$ cat src/rtl/reg_rr_arbiter.sv
// Round-robin arbiter sharing one register-bus target between NumReq initiators.
// An Idle cycle picks the next requester from rr_ptr upward and registers it.
// The Busy state then forwards that requester to the target until mst_ready_i.
// Only one transaction is outstanding at a time.
module reg_rr_arbiter #(
  parameter int NumReq = 4,
  parameter int AW     = 32,
  parameter int DW     = 32,
  localparam int IdxW  = $clog2(NumReq)
) (
  input  logic                   clk_i,
  input  logic                   rst_i,
  input  logic [NumReq-1:0]      slv_valid_i,
  input  logic [NumReq-1:0]      slv_write_i,
  input  logic [NumReq*AW-1:0]   slv_addr_i,
  input  logic [NumReq*DW-1:0]   slv_wdata_i,
  input  logic [NumReq*DW/8-1:0] slv_wstrb_i,
  output logic [NumReq-1:0]      slv_ready_o,
  output logic [DW-1:0]          slv_rdata_o,
  output logic                   slv_error_o,
  output logic                   mst_valid_o,
  output logic                   mst_write_o,
  output logic [AW-1:0]          mst_addr_o,
  output logic [DW-1:0]          mst_wdata_o,
  output logic [DW/8-1:0]        mst_wstrb_o,
  input  logic                   mst_ready_i,
  input  logic [DW-1:0]          mst_rdata_i,
  input  logic                   mst_error_i,
  output logic [IdxW-1:0]        gnt_idx_o,
  output logic                   busy_o
);

  typedef enum logic {IDLE, BUSY} state_t;

  state_t          state_q, state_d;
  logic [IdxW-1:0] rr_ptr_q, rr_ptr_d;
  logic [IdxW-1:0] gnt_q, gnt_d;
  logic [IdxW-1:0] sel_idx;
  logic [IdxW-1:0] cand;
  logic            sel_found;

  // Modular add for indices; NumReq need not be a power of two, so wrap explicitly.
  function automatic logic [IdxW-1:0] wrap_add(input logic [IdxW-1:0] base,
                                               input int unsigned     off);
    int unsigned sum;
    sum = 32'(base) + off;
    if (sum >= 32'(NumReq)) sum = sum - 32'(NumReq);
    return IdxW'(sum);
  endfunction

  // Find the first valid requester at or above rr_ptr, wrapping to 0.
  always_comb begin
    sel_found = 1'b0;
    sel_idx   = '0;
    cand      = '0;
    for (int k = 0; k < NumReq; k++) begin
      cand = wrap_add(rr_ptr_q, k);
      if (!sel_found && slv_valid_i[cand]) begin
        sel_found = 1'b1;
        sel_idx   = cand;
      end
    end
  end

  // State, round-robin pointer and grant registers.
  // NOTE: sequential state uses non-blocking assignments so every register
  // samples the pre-edge values regardless of statement order.
  always_ff @(posedge clk_i) begin
    if (rst_i) begin
      state_q  <= IDLE;
      rr_ptr_q <= '0;
      gnt_q    <= '0;
    end else begin
      state_q  <= state_d;
      rr_ptr_q <= rr_ptr_d;
      gnt_q    <= gnt_d;
    end
  end

  // Next-state logic plus the handshake outputs that depend on state.
  // NOTE: every signal gets a default first so no path leaves it unassigned,
  // which would otherwise infer a latch.
  always_comb begin
    state_d     = state_q;
    rr_ptr_d    = rr_ptr_q;
    gnt_d       = gnt_q;
    mst_valid_o = 1'b0;
    slv_ready_o = '0;
    case (state_q)
      IDLE: begin
        if (sel_found) begin
          gnt_d   = sel_idx;
          state_d = BUSY;
        end
      end
      BUSY: begin
        mst_valid_o = 1'b1;
        if (mst_ready_i) begin
          slv_ready_o = NumReq'(1) << gnt_q;
          rr_ptr_d    = wrap_add(gnt_q, 1);
          state_d     = IDLE;
        end
      end
      default: state_d = IDLE;
    endcase
  end

  // Target-side fields follow the granted requester; mst_valid_o qualifies them.
  assign mst_write_o = slv_write_i[gnt_q];
  assign mst_addr_o  = slv_addr_i[gnt_q*AW +: AW];
  assign mst_wdata_o = slv_wdata_i[gnt_q*DW +: DW];
  assign mst_wstrb_o = slv_wstrb_i[gnt_q*(DW/8) +: DW/8];

  // Response data is shared and qualified only by slv_ready_o.
  assign slv_rdata_o = mst_rdata_i;
  assign slv_error_o = mst_error_i;

  assign gnt_idx_o = gnt_q;
  assign busy_o    = (state_q == BUSY);

endmodule
$ cat config.mk
export PLATFORM = sky130hd
export DESIGN_NAME = reg_rr_arbiter
export DESIGN_NICKNAME = d
export VERILOG_FILES = /design/src/rtl/reg_rr_arbiter.sv
export SDC_FILE = /design/constraint.sdc
export NUM_CORES = 1
export LEC_CHECK = 0
export ABC_CLOCK_PERIOD_IN_PS = 2600
export BUFFER_PORTS_ARGS = -buffer_cell sky130_fd_sc_hd__buf_2
export CAP_MARGIN = 15
export CORE_AREA = 4 4 161 163
export CTS_BUF_LIST = sky130_fd_sc_hd__clkbuf_4 sky130_fd_sc_hd__clkbuf_8
export CTS_CLUSTER_SIZE = 40
export DETAILED_ROUTE_END_ITERATION = 16
export DIE_AREA = 0 0 165 167
export GPL_TIMING_DRIVEN = 0
export HOLD_SLACK_MARGIN = 0.03
export SETUP_SLACK_MARGIN = 0.4
export SLEW_MARGIN = 20
export SYNTH_ARGS = -nofsm -noshare
export SYNTH_HDL_FRONTEND = slang
export SYNTH_SLANG_ARGS = --single-unit
$ cat constraint.sdc
create_clock -name clk_i -period 2.6 [get_ports clk_i]
set_clock_uncertainty 0.2 [all_clocks]
set_input_delay 0.13 -clock clk_i [delete_from_list [all_inputs] [get_ports clk_i]]
set_output_delay 0.13 -clock clk_i [all_outputs]
set_load 0.02 [all_outputs]
==> metrics, run 1 <==
Final Instance Count excl. Fillers 891; 1st-iter DRT viols between 90 and 100; clock buffer depth 2; P_int 775 uW; RSZ-0062 raised after global routing true; Final period util 81.4%; WP buf/inv 3; Reg power frac 6.5%; mapped cell area 0.00229 sq mm; clock sinks 5; required time worst endpoint 2270 ps; crit path capture type output port; Final setup violation count 0; Clk pin slew, worst setup/hold paths 40 ps; CTS tree done; outcome finished, final reports clean; Pins Over Slew Limit 0; Most used DFF post-synth dfxtp_1; Total Routing Usage GR approximately a tenth; Area Growth Syn to Fin 110%; Detailed Routing Iterations Pass 1 4; Worst Tran Pin Value 403 ps; Setup WS post-layout between 400 and 500 ps; Leak 0.00238 uW; via/cell ratio 3.78; critical-path cell list buf_12 > buf_6 > mux4_2 > buf_2; commonest non-fill, non-tap cells in the layout buf_2 (395), mux4_2 (69), buf_4 (35), buf_6 (6); Nets 886; dpl hpwl 15300 microns; slew margin rel. 72.9%; Starting Density 9.40%; gp weighted congestion about 0.9; routed len/inst 18.5 microns; area of the multi-input gates approximately 0.0018 sq mm; Async SR Flop Fraction 0%; Post-synth EDFFs 0; family with the most delay on the worst path buffers and inverters; vias in the first global route 3404; # rows 57; post-synth cell types 27; sum of negative setup slack 0 ps; final hold viol count 0; Hold WS 97.9 ps; fmax around 0.47 GHz; syn nets approximately 500; Net Sw Power 630 uW; htree depth 1; drc violations 0; leading cell type in the layout, fill and taps excluded buf_2; Die ar. ~0.028 sq mm; Placed Area between 0.004 and 0.005 sq mm; power share of the clock group 11.1%; die height between 150 and 200 microns; flops & latches, synth 5; # IOs 426; fillcell total 2702; Period minus WS final 2120 ps; gr ovfl total 0; largest stage delay on the critical path 550 ps; area occupied by registers 100 sq um; CP max stage cell mux4_2; Synth warnings 0; initial antenna violation count 6; total number of vias between 3000 and 4000; Worst-Skew Late Latency around 220 ps; max-cap violations 0; core box area ~0.024 sq mm; VDD IR max roughly 86 uV; post-synthesis sequential area ratio under 10%; peak fanout along the critical path 10; HP Class input pin to flop; pwr dens 293 mW/mm^2; final WL 16500 microns; port bufs around 390; Switching Share 44.8%; final instance area between 0.004 and 0.005 sq mm; CTS buffer count 3; layout cell share with drive strength beyond 1 91.7%; Mapped Cells 167; DRT antenna net count 0; root buffer cell clkbuf_8; average size of a mapped cell 13.7 sq um; die width 165 microns; dpl cells between 800 and 900; Comb power frac 82.5%; pin count of the biggest net entering global routing 11; first-pass GRT wire length 21600 microns; pre-CTS WS a little under 40 ps; Crit Path Class flop to output port; Arr. time, crit path 1790 ps; Startpoint Class flop
cell usage after synthesis, types with 3 or more instances:
cell type / count / area share [%]
a21oi_1: 4 / 0.88
and3_1: 4 / 1.1
buf_2: 4 / 0.88
buf_4: 40 / 13
clkbuf_1: 7 / 1.1
dfxtp_1: 5 / 4.4
ha_1: 4 / 2.2
inv_1: 4 / 0.66
mux4_2: 69 / 68
nand2_1: 3 / 0.49
nor2_1: 5 / 0.82
nor2b_1: 3 / 0.82
timing repair:
item                                    4_1_cts  5_1_grt
setup buffers                                 0        0
hold buffers                                  2        0
gates resized for setup                      17        8
endpoints found under the setup margin       71       37
endpoints found under the hold margin         4        0
final timing paths:
path         slack [ps]                   endpoint                      start  depth (start not counted)
max                 480            mst_wdata_o[13]  gnt_idx_o[0]$_SDFFE_PP0P_                          4
min                 100  gnt_idx_o[0]$_SDFFE_PP0P_             slv_valid_i[0]                          3
max reg2reg         910   rr_ptr_q[1]$_SDFFE_PP0P_  gnt_idx_o[1]$_SDFFE_PP0P_                          6
min reg2reg         380   rr_ptr_q[1]$_SDFFE_PP0P_   rr_ptr_q[1]$_SDFFE_PP0P_                          3
state kept, by name, indices dropped and copies added (netlist names):
name / flops
rr_ptr_q: 2
busy_o: 1
gnt_idx_o: 2
cells by family (layout without fill, tap and decap cells):
kind of cell,after synthesis,after routing,share of synthesized area (%)
flops,5,5,4.38
simple gates,21,21,5.20
compound gates,11,11,3.50
other cells,0,2,0
fa+ha+maj,4,4,2.19
mux,70,70,68.4
buf+inv,56,454,16.3
routing by layer:
layer	up-vias	part of all wire (%)	track usage, %	wire (microns)
li1	1489	-	-	-
met2	244	52	19.5	8510
met3	22	10	2.69	1710
met4	2	1.4	1.81	236
met5	-	0.079	0	13
met1	1614	37	12.2	6020
stage by stage:
stage | util [%] | power (uW)
final | 19.7 | 1400
after global routing | 19.7 | 1510
after CTS | 19.6 | 1420
after detailed placement | 19.1 | 1250
after global placement | 19.1 | 1230
after floorplan | - | 756
layout make-up:
type / instances / area share (%)
timing repair buffer: 394 / 41.3
multi-input combinational: 106 / 37.8
buffer: 52 / 8.92
tap: 324 / 8.45
sequential: 5 / 2.09
clock buffer: 4 / 1.02
inverter: 4 / 0.313
antenna: 2 / 0.104
worst register-to-register path, delay by kind of cell, from the launching register on:
kind	cells	cell delay, ps
DFF	1	390
adders and majority gates	1	270
and+or+nand+nor	1	60
buffers and inverters	3	580
AOI/OAI and AO/OA	1	120
power groups by stage:
stage / clock network [uW] / logic, uW / registers (uW)
CTS: 160 / 1170 / 91.0
detailed placement: 0 / 1150 / 91.7
finish: 155 / 1160 / 91.0
floorplan: 0 / 662 / 94.2
global placement: 0 / 1140 / 91.3
global route: 168 / 1250 / 92.4
Power figures use the tool's default switching activity.
==> run 2, diff against run 1 <==
--- a/config.mk
+++ b/config.mk
@@ -5,14 +5,15 @@
 export SDC_FILE = /design/constraint.sdc
 export NUM_CORES = 1
 export LEC_CHECK = 0
-export ABC_CLOCK_PERIOD_IN_PS = 2600
+export ABC_AREA = 1
+export ABC_CLOCK_PERIOD_IN_PS = 1900
 export BUFFER_PORTS_ARGS = -buffer_cell sky130_fd_sc_hd__buf_2
 export CAP_MARGIN = 15
-export CORE_AREA = 4 4 161 163
+export CORE_AREA = 4 4 164 166
 export CTS_BUF_LIST = sky130_fd_sc_hd__clkbuf_4 sky130_fd_sc_hd__clkbuf_8
 export CTS_CLUSTER_SIZE = 40
 export DETAILED_ROUTE_END_ITERATION = 16
-export DIE_AREA = 0 0 165 167
+export DIE_AREA = 0 0 168 170
 export GPL_TIMING_DRIVEN = 0
 export HOLD_SLACK_MARGIN = 0.03
 export SETUP_SLACK_MARGIN = 0.4
==> constraint.sdc (replaced) <==
create_clock -name clk_i -period 1.9 [get_ports clk_i]
set_clock_uncertainty 0.2 [all_clocks]
set_input_delay 0.095 -clock clk_i [delete_from_list [all_inputs] [get_ports clk_i]]
set_output_delay 0.095 -clock clk_i [all_outputs]
set_load 0.02 [all_outputs]
==> run 2 against run 1 <==
- register-to-register slack got worse by 600 ps
- final area rose by 48%
- critical path depth rose by 1
- largest cell class unchanged
==> metrics, run 2 <==
outcome finished, final reports clean; die height 170 microns (+1.8%); Detailed Routing Iterations Pass 1 4 (unchanged); Startpoint Class flop; via/cell ratio 4.35 (+15%); Total Routing Usage GR 13.4% (+2.9 points); average size of a mapped cell 5.13 sq um (-63%); port bufs 392 (unchanged); DRT antenna net count 0 (unchanged); Nets 1257 (+42%); mapped cell area 0.00264 sq mm (+15%); leading cell type in the layout, fill and taps excluded buf_2; Arr. time, crit path 1520 ps (-270 ps); commonest non-fill, non-tap cells in the layout buf_2 (322), nor2_1 (102), buf_4 (96), o22ai_2 (69), o21ai_0 (58); initial antenna violation count 3 (-3); drc violations 0 (unchanged); slew margin rel. 74.6% (+1.7 points); CTS tree done; Worst-Skew Late Latency 220 ps (about the same); fillcell total 2824 (+4.5%); Period minus WS final approximately 1800 ps; Worst Reg-to-Reg Cells 11 (+5); VDD IR max 307 uV (+260%); P_int 2360 uW (+200%); die width 168 microns (+1.8%); Switching Share 51.3% (+6.5 points); Synth top area share 25.8% (-42 points); Comb power frac 92.4% (+9.9 points); synth top area cells o21ai_0 (26%), nor2_1 (21%), o22ai_1 (16%); Final setup violation count 0 (unchanged); Leak 0.00352 uW (+48%); layout cell share with drive strength beyond 1 74.1% (-18 points); RSZ-0062 raised after global routing true; fmax around 0.55 GHz; Synth top cells by count nor2_1 (147), o21ai_0 (136), o22ai_1 (69); crit path capture type output port; hold depth 4 (+1); Clk pin slew, worst setup/hold paths 40 ps (about the same); area occupied by registers 115 sq um (+15%); Die ar. 0.0286 sq mm (+3.6%); clock sinks 5 (unchanged); final WL 22900 microns (+39%); Mapped Cells 515 (+210%); htree depth 1 (unchanged); final hold viol count 0 (unchanged); Area Growth Syn to Fin 169%; Async SR Flop Fraction 0% (unchanged); 1st-iter DRT viols 258 (+170%); Starting Density 10.3% (+0.91 points); Final period util 95.7%; area of the multi-input gates 0.00293 sq mm (+62%); first-pass GRT wire length 30200 microns (+39%); cell taking the most area after synthesis o21ai_0; gp weighted congestion 0.834 (-8.7%); # rows 59 (+3.5%); peak fanout along the critical path 6 (-4); most common cell in the netlist nor2_1; total number of vias 5540 (+64%); max-cap violations 0 (unchanged); Reg power frac 3.3% (-3.2 points); core box area 0.0256 sq mm (+5.3%); post-synth cell types 22 (-19%); Crit Path Class flop to output port; clock buffer depth 2 (unchanged); dpl hpwl 17700 microns (+16%); power share of the clock group 4.3% (-6.8 points); sum of negative setup slack 0 ps (unchanged); gr ovfl total 0 (unchanged); Net Sw Power 2490 uW (+300%); pwr dens 683 mW/mm^2 (+130%); Post-synth EDFFs 0 (unchanged); # IOs 426 (unchanged); Most used DFF post-synth dfxtp_1; vias in the first global route 5319 (+56%); root buffer cell clkbuf_8; flops & latches, synth 5 (unchanged); Pins Over Slew Limit 0 (unchanged); syn nets 835 (+71%); Synth warnings 0 (unchanged); post-synthesis sequential area ratio 3.79% (-0.59 points); routed len/inst 18.0 microns (-2.9%); required time worst endpoint 1600 ps (-670 ps); pin count of the biggest net entering global routing 12 (+1); HP Class input pin to flop; final core occ 27.7% (+8.0 points); CTS buffer count 3 (unchanged); Worst Tran Pin Value 380 ps (-23.0 ps)
[run 2: worst paths after layout]
path,startpoint,end,slack (ps)
max,gnt_idx_o[0]$_SDFFE_PP0P_,mst_wstrb_o[1],80
min,mst_ready_i,busy_o$_SDFF_PP0_,190
min reg2reg,rr_ptr_q[0]$_SDFFE_PP0P_,rr_ptr_q[0]$_SDFFE_PP0P_,380
max reg2reg,rr_ptr_q[0]$_SDFFE_PP0P_,gnt_idx_o[0]$_SDFFE_PP0P_,310
[run 2: area by class of cell]
cell class | count | share of cell area, %
Buffer | 79 | 13.3
Sequential cell | 5 | 1.62
Multi-Input combinational cell | 413 | 41.3
Tap cell | 335 | 5.91
Timing Repair Buffer | 417 | 35.9
Antenna cell | 3 | 0.106
Clock buffer | 4 | 0.688
Inverter | 18 | 1.18
[run 2: logic make-up (layout without fill, tap and decap cells)]
group,count (synthesis),in the layout,synth area share [%]
adder cells (fa/ha/maj),4,4,1.90
AO/OA/AOI/OAI,218,218,45.2
other,0,3,0
AND/OR/NAND/NOR,191,191,30.0
buffers and inverters,97,518,19.1
flip-flops,5,5,3.79
[run 2: repair_timing]
action | 4_1_cts | 5_1_grt
pin swaps | 5 | 31
buffers inserted | 14 | 3
gates resized for setup | 269 | 199
endpoints found under the setup margin | 77 | 77
hold buffers | 1 | 0
cloned | 2 | 5
hold endpoints to repair | 5 | 0
[run 2: through the flow]
stage                     cells  total power [uW]  setup slack (ps)  area (sq um)  hold slack, ps
final                      1274              4850              82.2          7100             189
after global routing       1272              5170              36.1          7090             212
after CTS                  1263              4360               101          6440             184
after detailed placement   1242              3350              -588          5490             209
after global placement     1242              3330              -569          5490             209
after floorplan             515              2130               377          3110            87.6
[run 2: layer usage]
metal / global-route usage [%] / share of wire [%]
met5: 0 / 0
met4: 2.40 / 2.2
met3: 2.88 / 8.2
met2: 24.0 / 50
met1: 16.9 / 39
[run 2: power by group through the flow]
stage,sequential [uW],combinational (uW),clock [uW]
2_1_floorplan,154,1980,0
6_report,159,4480,210
5_1_grt,162,4780,229
4_1_cts,152,3990,216
3_5_place_dp,164,3190,0
3_3_place_gp,164,3160,0
[run 2: critical path: stages (launching register included)]
cell and delay (ps):
dfxtp_4 390, buf_12 170, buf_12 150, o21ai_1 310, o22ai_2 110, buf_2 170
==> run 3, diff against run 2 <==
--- a/config.mk
+++ b/config.mk
@@ -5,15 +5,14 @@
 export SDC_FILE = /design/constraint.sdc
 export NUM_CORES = 1
 export LEC_CHECK = 0
-export ABC_AREA = 1
 export ABC_CLOCK_PERIOD_IN_PS = 1900
 export BUFFER_PORTS_ARGS = -buffer_cell sky130_fd_sc_hd__buf_2
 export CAP_MARGIN = 15
-export CORE_AREA = 4 4 164 166
+export CORE_AREA = 4 4 162 164
 export CTS_BUF_LIST = sky130_fd_sc_hd__clkbuf_4 sky130_fd_sc_hd__clkbuf_8
 export CTS_CLUSTER_SIZE = 40
 export DETAILED_ROUTE_END_ITERATION = 16
-export DIE_AREA = 0 0 168 170
+export DIE_AREA = 0 0 166 168
 export GPL_TIMING_DRIVEN = 0
 export HOLD_SLACK_MARGIN = 0.03
 export SETUP_SLACK_MARGIN = 0.4
==> run 3 against run 2 <==
- the flow now finishes with violations (negative setup slack)
- largest power group unchanged
- utilization shrank 5.3 points
- critical path depth is the same
- via count shrank 38%
- power shrank 52%
- worst setup slack lost 170 ps
- sequential power shrank 21%
==> metrics, run 3 (synthesized netlist as in run 1, its figures left out) <==
outcome finished, violations left; failing checks negative setup slack; gr ovfl total 0 (unchanged); total number of vias 3436 (-38%); die height 168 microns (-1.2%); final instance area 0.00557 sq mm (-22%); Arr. time, crit path 1690 ps (+170 ps); pre-CTS WS 88.5 ps (+676 ps); htree depth 1 (unchanged); required time worst endpoint 1600 ps (about the same); Leak 0.00265 uW (-25%); clock sinks 5 (unchanged); commonest non-fill, non-tap cells in the layout buf_2 (330), mux4_2 (69), buf_6 (62), buf_4 (43), buf_12 (12); routed len/inst 15.6 microns (-13%); Net Sw Power 924 uW (-63%); final hold viol count 0 (unchanged); HP Class input pin to flop; Reg power frac 5.4% (+2.1 points); VDD IR max 327 uV (+6.7%); CTS tree done; root buffer cell clkbuf_8; Comb power frac 85.2% (-7.2 points); CTS buffer count 3 (unchanged); Startpoint Class flop; Detailed Routing Iterations Pass 1 4 (unchanged); core box area 0.0249 sq mm (-2.8%); Area Growth Syn to Fin 144%; crit path capture type output port; hold depth 3 (-1); Crit Path Class flop to output port; Clk pin slew, worst setup/hold paths 40 ps (about the same); dpl hpwl 12300 microns (-30%); die width 166 microns (-1.2%); gp weighted congestion 1.01 (+21%); pwr dens 414 mW/mm^2 (-39%); max-cap violations 0 (unchanged); # rows 58 (-1.7%); reg2reg setup slack 330 ps (+20 ps); RSZ-0062 raised after global routing true; Setup WS post-layout -83.0 ps (-165 ps); Worst-Skew Late Latency 230 ps (about the same); DRT antenna net count 0 (unchanged); Die ar. 0.0279 sq mm (-2.4%); clock buffer depth 2 (unchanged); power share of the clock group 9.4% (+5.1 points); Final setup violation count 47 (+47); Worst Tran Pin Value 446 ps (+66.0 ps); Total Routing Usage GR 8.94% (-4.5 points); Final period util 104% (+8.7 points); Worst Reg-to-Reg Cells 7 (-4); Placed Area 0.00478 sq mm (-13%); vias in the first global route 3588 (-33%); layout cell share with drive strength beyond 1 93.8% (+20 points); Switching Share 40.1% (-11 points); 1st-iter DRT viols 76 (-71%); final WL 14200 microns (-38%); fmax 0.504 GHz (-8.3%); # IOs 426 (unchanged); peak fanout along the critical path 8 (+2); Starting Density 9.18% (-1.1 points); first-pass GRT wire length 20200 microns (-33%); port bufs 392 (unchanged); initial antenna violation count 0 (-3); Period minus WS final 1980 ps (+165 ps); P_int 1380 uW (-41%); pin count of the biggest net entering global routing 11 (-1); Diodes inserted 0 (-3); Nets 901 (-28%); slew margin rel. 70.0% (-4.6 points); Pins Over Slew Limit 0 (unchanged); via/cell ratio 3.78 (-13%); drc violations 0 (unchanged); leading cell type in the layout, fill and taps excluded buf_2
-- run 3: cell count changes in the layout (fill, tap and decap cells not counted), sizes merged, moves of 3 or more --
cell	change
o22ai	-68
nor2b	+3
diode	-3
buf	-26
nor2	-144
mux4	+69
o21ai	-145
and3	+4
clkbuf	-10
nand2	-29
nand3	-9
inv	-14
-- run 3: area by class of cell --
class | count | area (sq um)
Sequential cell | 5 | 110
Multi-Input combinational cell | 106 | 1850
Inverter | 4 | 27.5
Fill cell | 2683 | 19300
Timing Repair Buffer | 409 | 2600
Buffer | 52 | 519
Tap cell | 330 | 413
Clock buffer | 4 | 48.8
-- run 3: timing repair --
item                                    4_1_cts  5_1_grt
gates cloned                                  3        2
buffers inserted                             10        0
pin swaps                                     3        1
hold buffers                                  2        0
endpoints found under the setup margin       75       75
gates resized for setup                      89       63
hold endpoints to repair                      5        0
-- run 3: power by group through the flow --
| stage | clock network (uW) | registers [uW] | logic, uW |
|---|---|---|---|
| 2_1_floorplan | 0 | 131 | 956 |
| 3_3_place_gp | 0 | 126 | 1590 |
| 3_5_place_dp | 0 | 126 | 1600 |
| 4_1_cts | 219 | 124 | 1840 |
| 5_1_grt | 226 | 127 | 2070 |
| 6_report | 217 | 125 | 1960 |
-- run 3: worst paths after layout --
kind,start,to
min reg2reg,rr_ptr_q[0]$_SDFFE_PP0P_,rr_ptr_q[0]$_SDFFE_PP0P_
max reg2reg,gnt_idx_o[0]$_SDFFE_PP0P_,rr_ptr_q[1]$_SDFFE_PP0P_
min,slv_valid_i[0],gnt_idx_o[0]$_SDFFE_PP0P_
max,gnt_idx_o[0]$_SDFFE_PP0P_,mst_wdata_o[0]
-- run 3: layer usage --
metal / vias to the layer above / global-route usage (%) / wire (microns)
li1: 1524 / - / -
met1: 1634 / 10.2 / 5090
met2: 260 / 17.2 / 7690
met3: 18 / 1.78 / 1100
met4: 0 / 1.83 / 293
met5: - / 0 / 0
-- run 3: worst max-delay path, cell delays in order, from the launching register on --
cell and delay (ps):
dfxtp_4 350, buf_12 150, buf_12 140, clkbuf_16 150, mux4_2 520, buf_6 150
-- run 3: per-stage QoR --
| stage | power (uW) | hold slack [ps] | instances | utilization [%] | TNS, ps |
|---|---|---|---|---|---|
| final | 2300 | 56.4 | 910 | 22.4 | -2030 |
| after global routing | 2420 | 69.2 | 910 | 22.4 | -4690 |
| after CTS | 2190 | 60.9 | 908 | 21.3 | -3270 |
| after detailed placement | 1720 | 121 | 889 | 19.2 | 0 |
| after global placement | 1710 | 122 | 889 | 19.2 | 0 |
| after floorplan | 1090 | -47.7 | 167 | - | 0 |
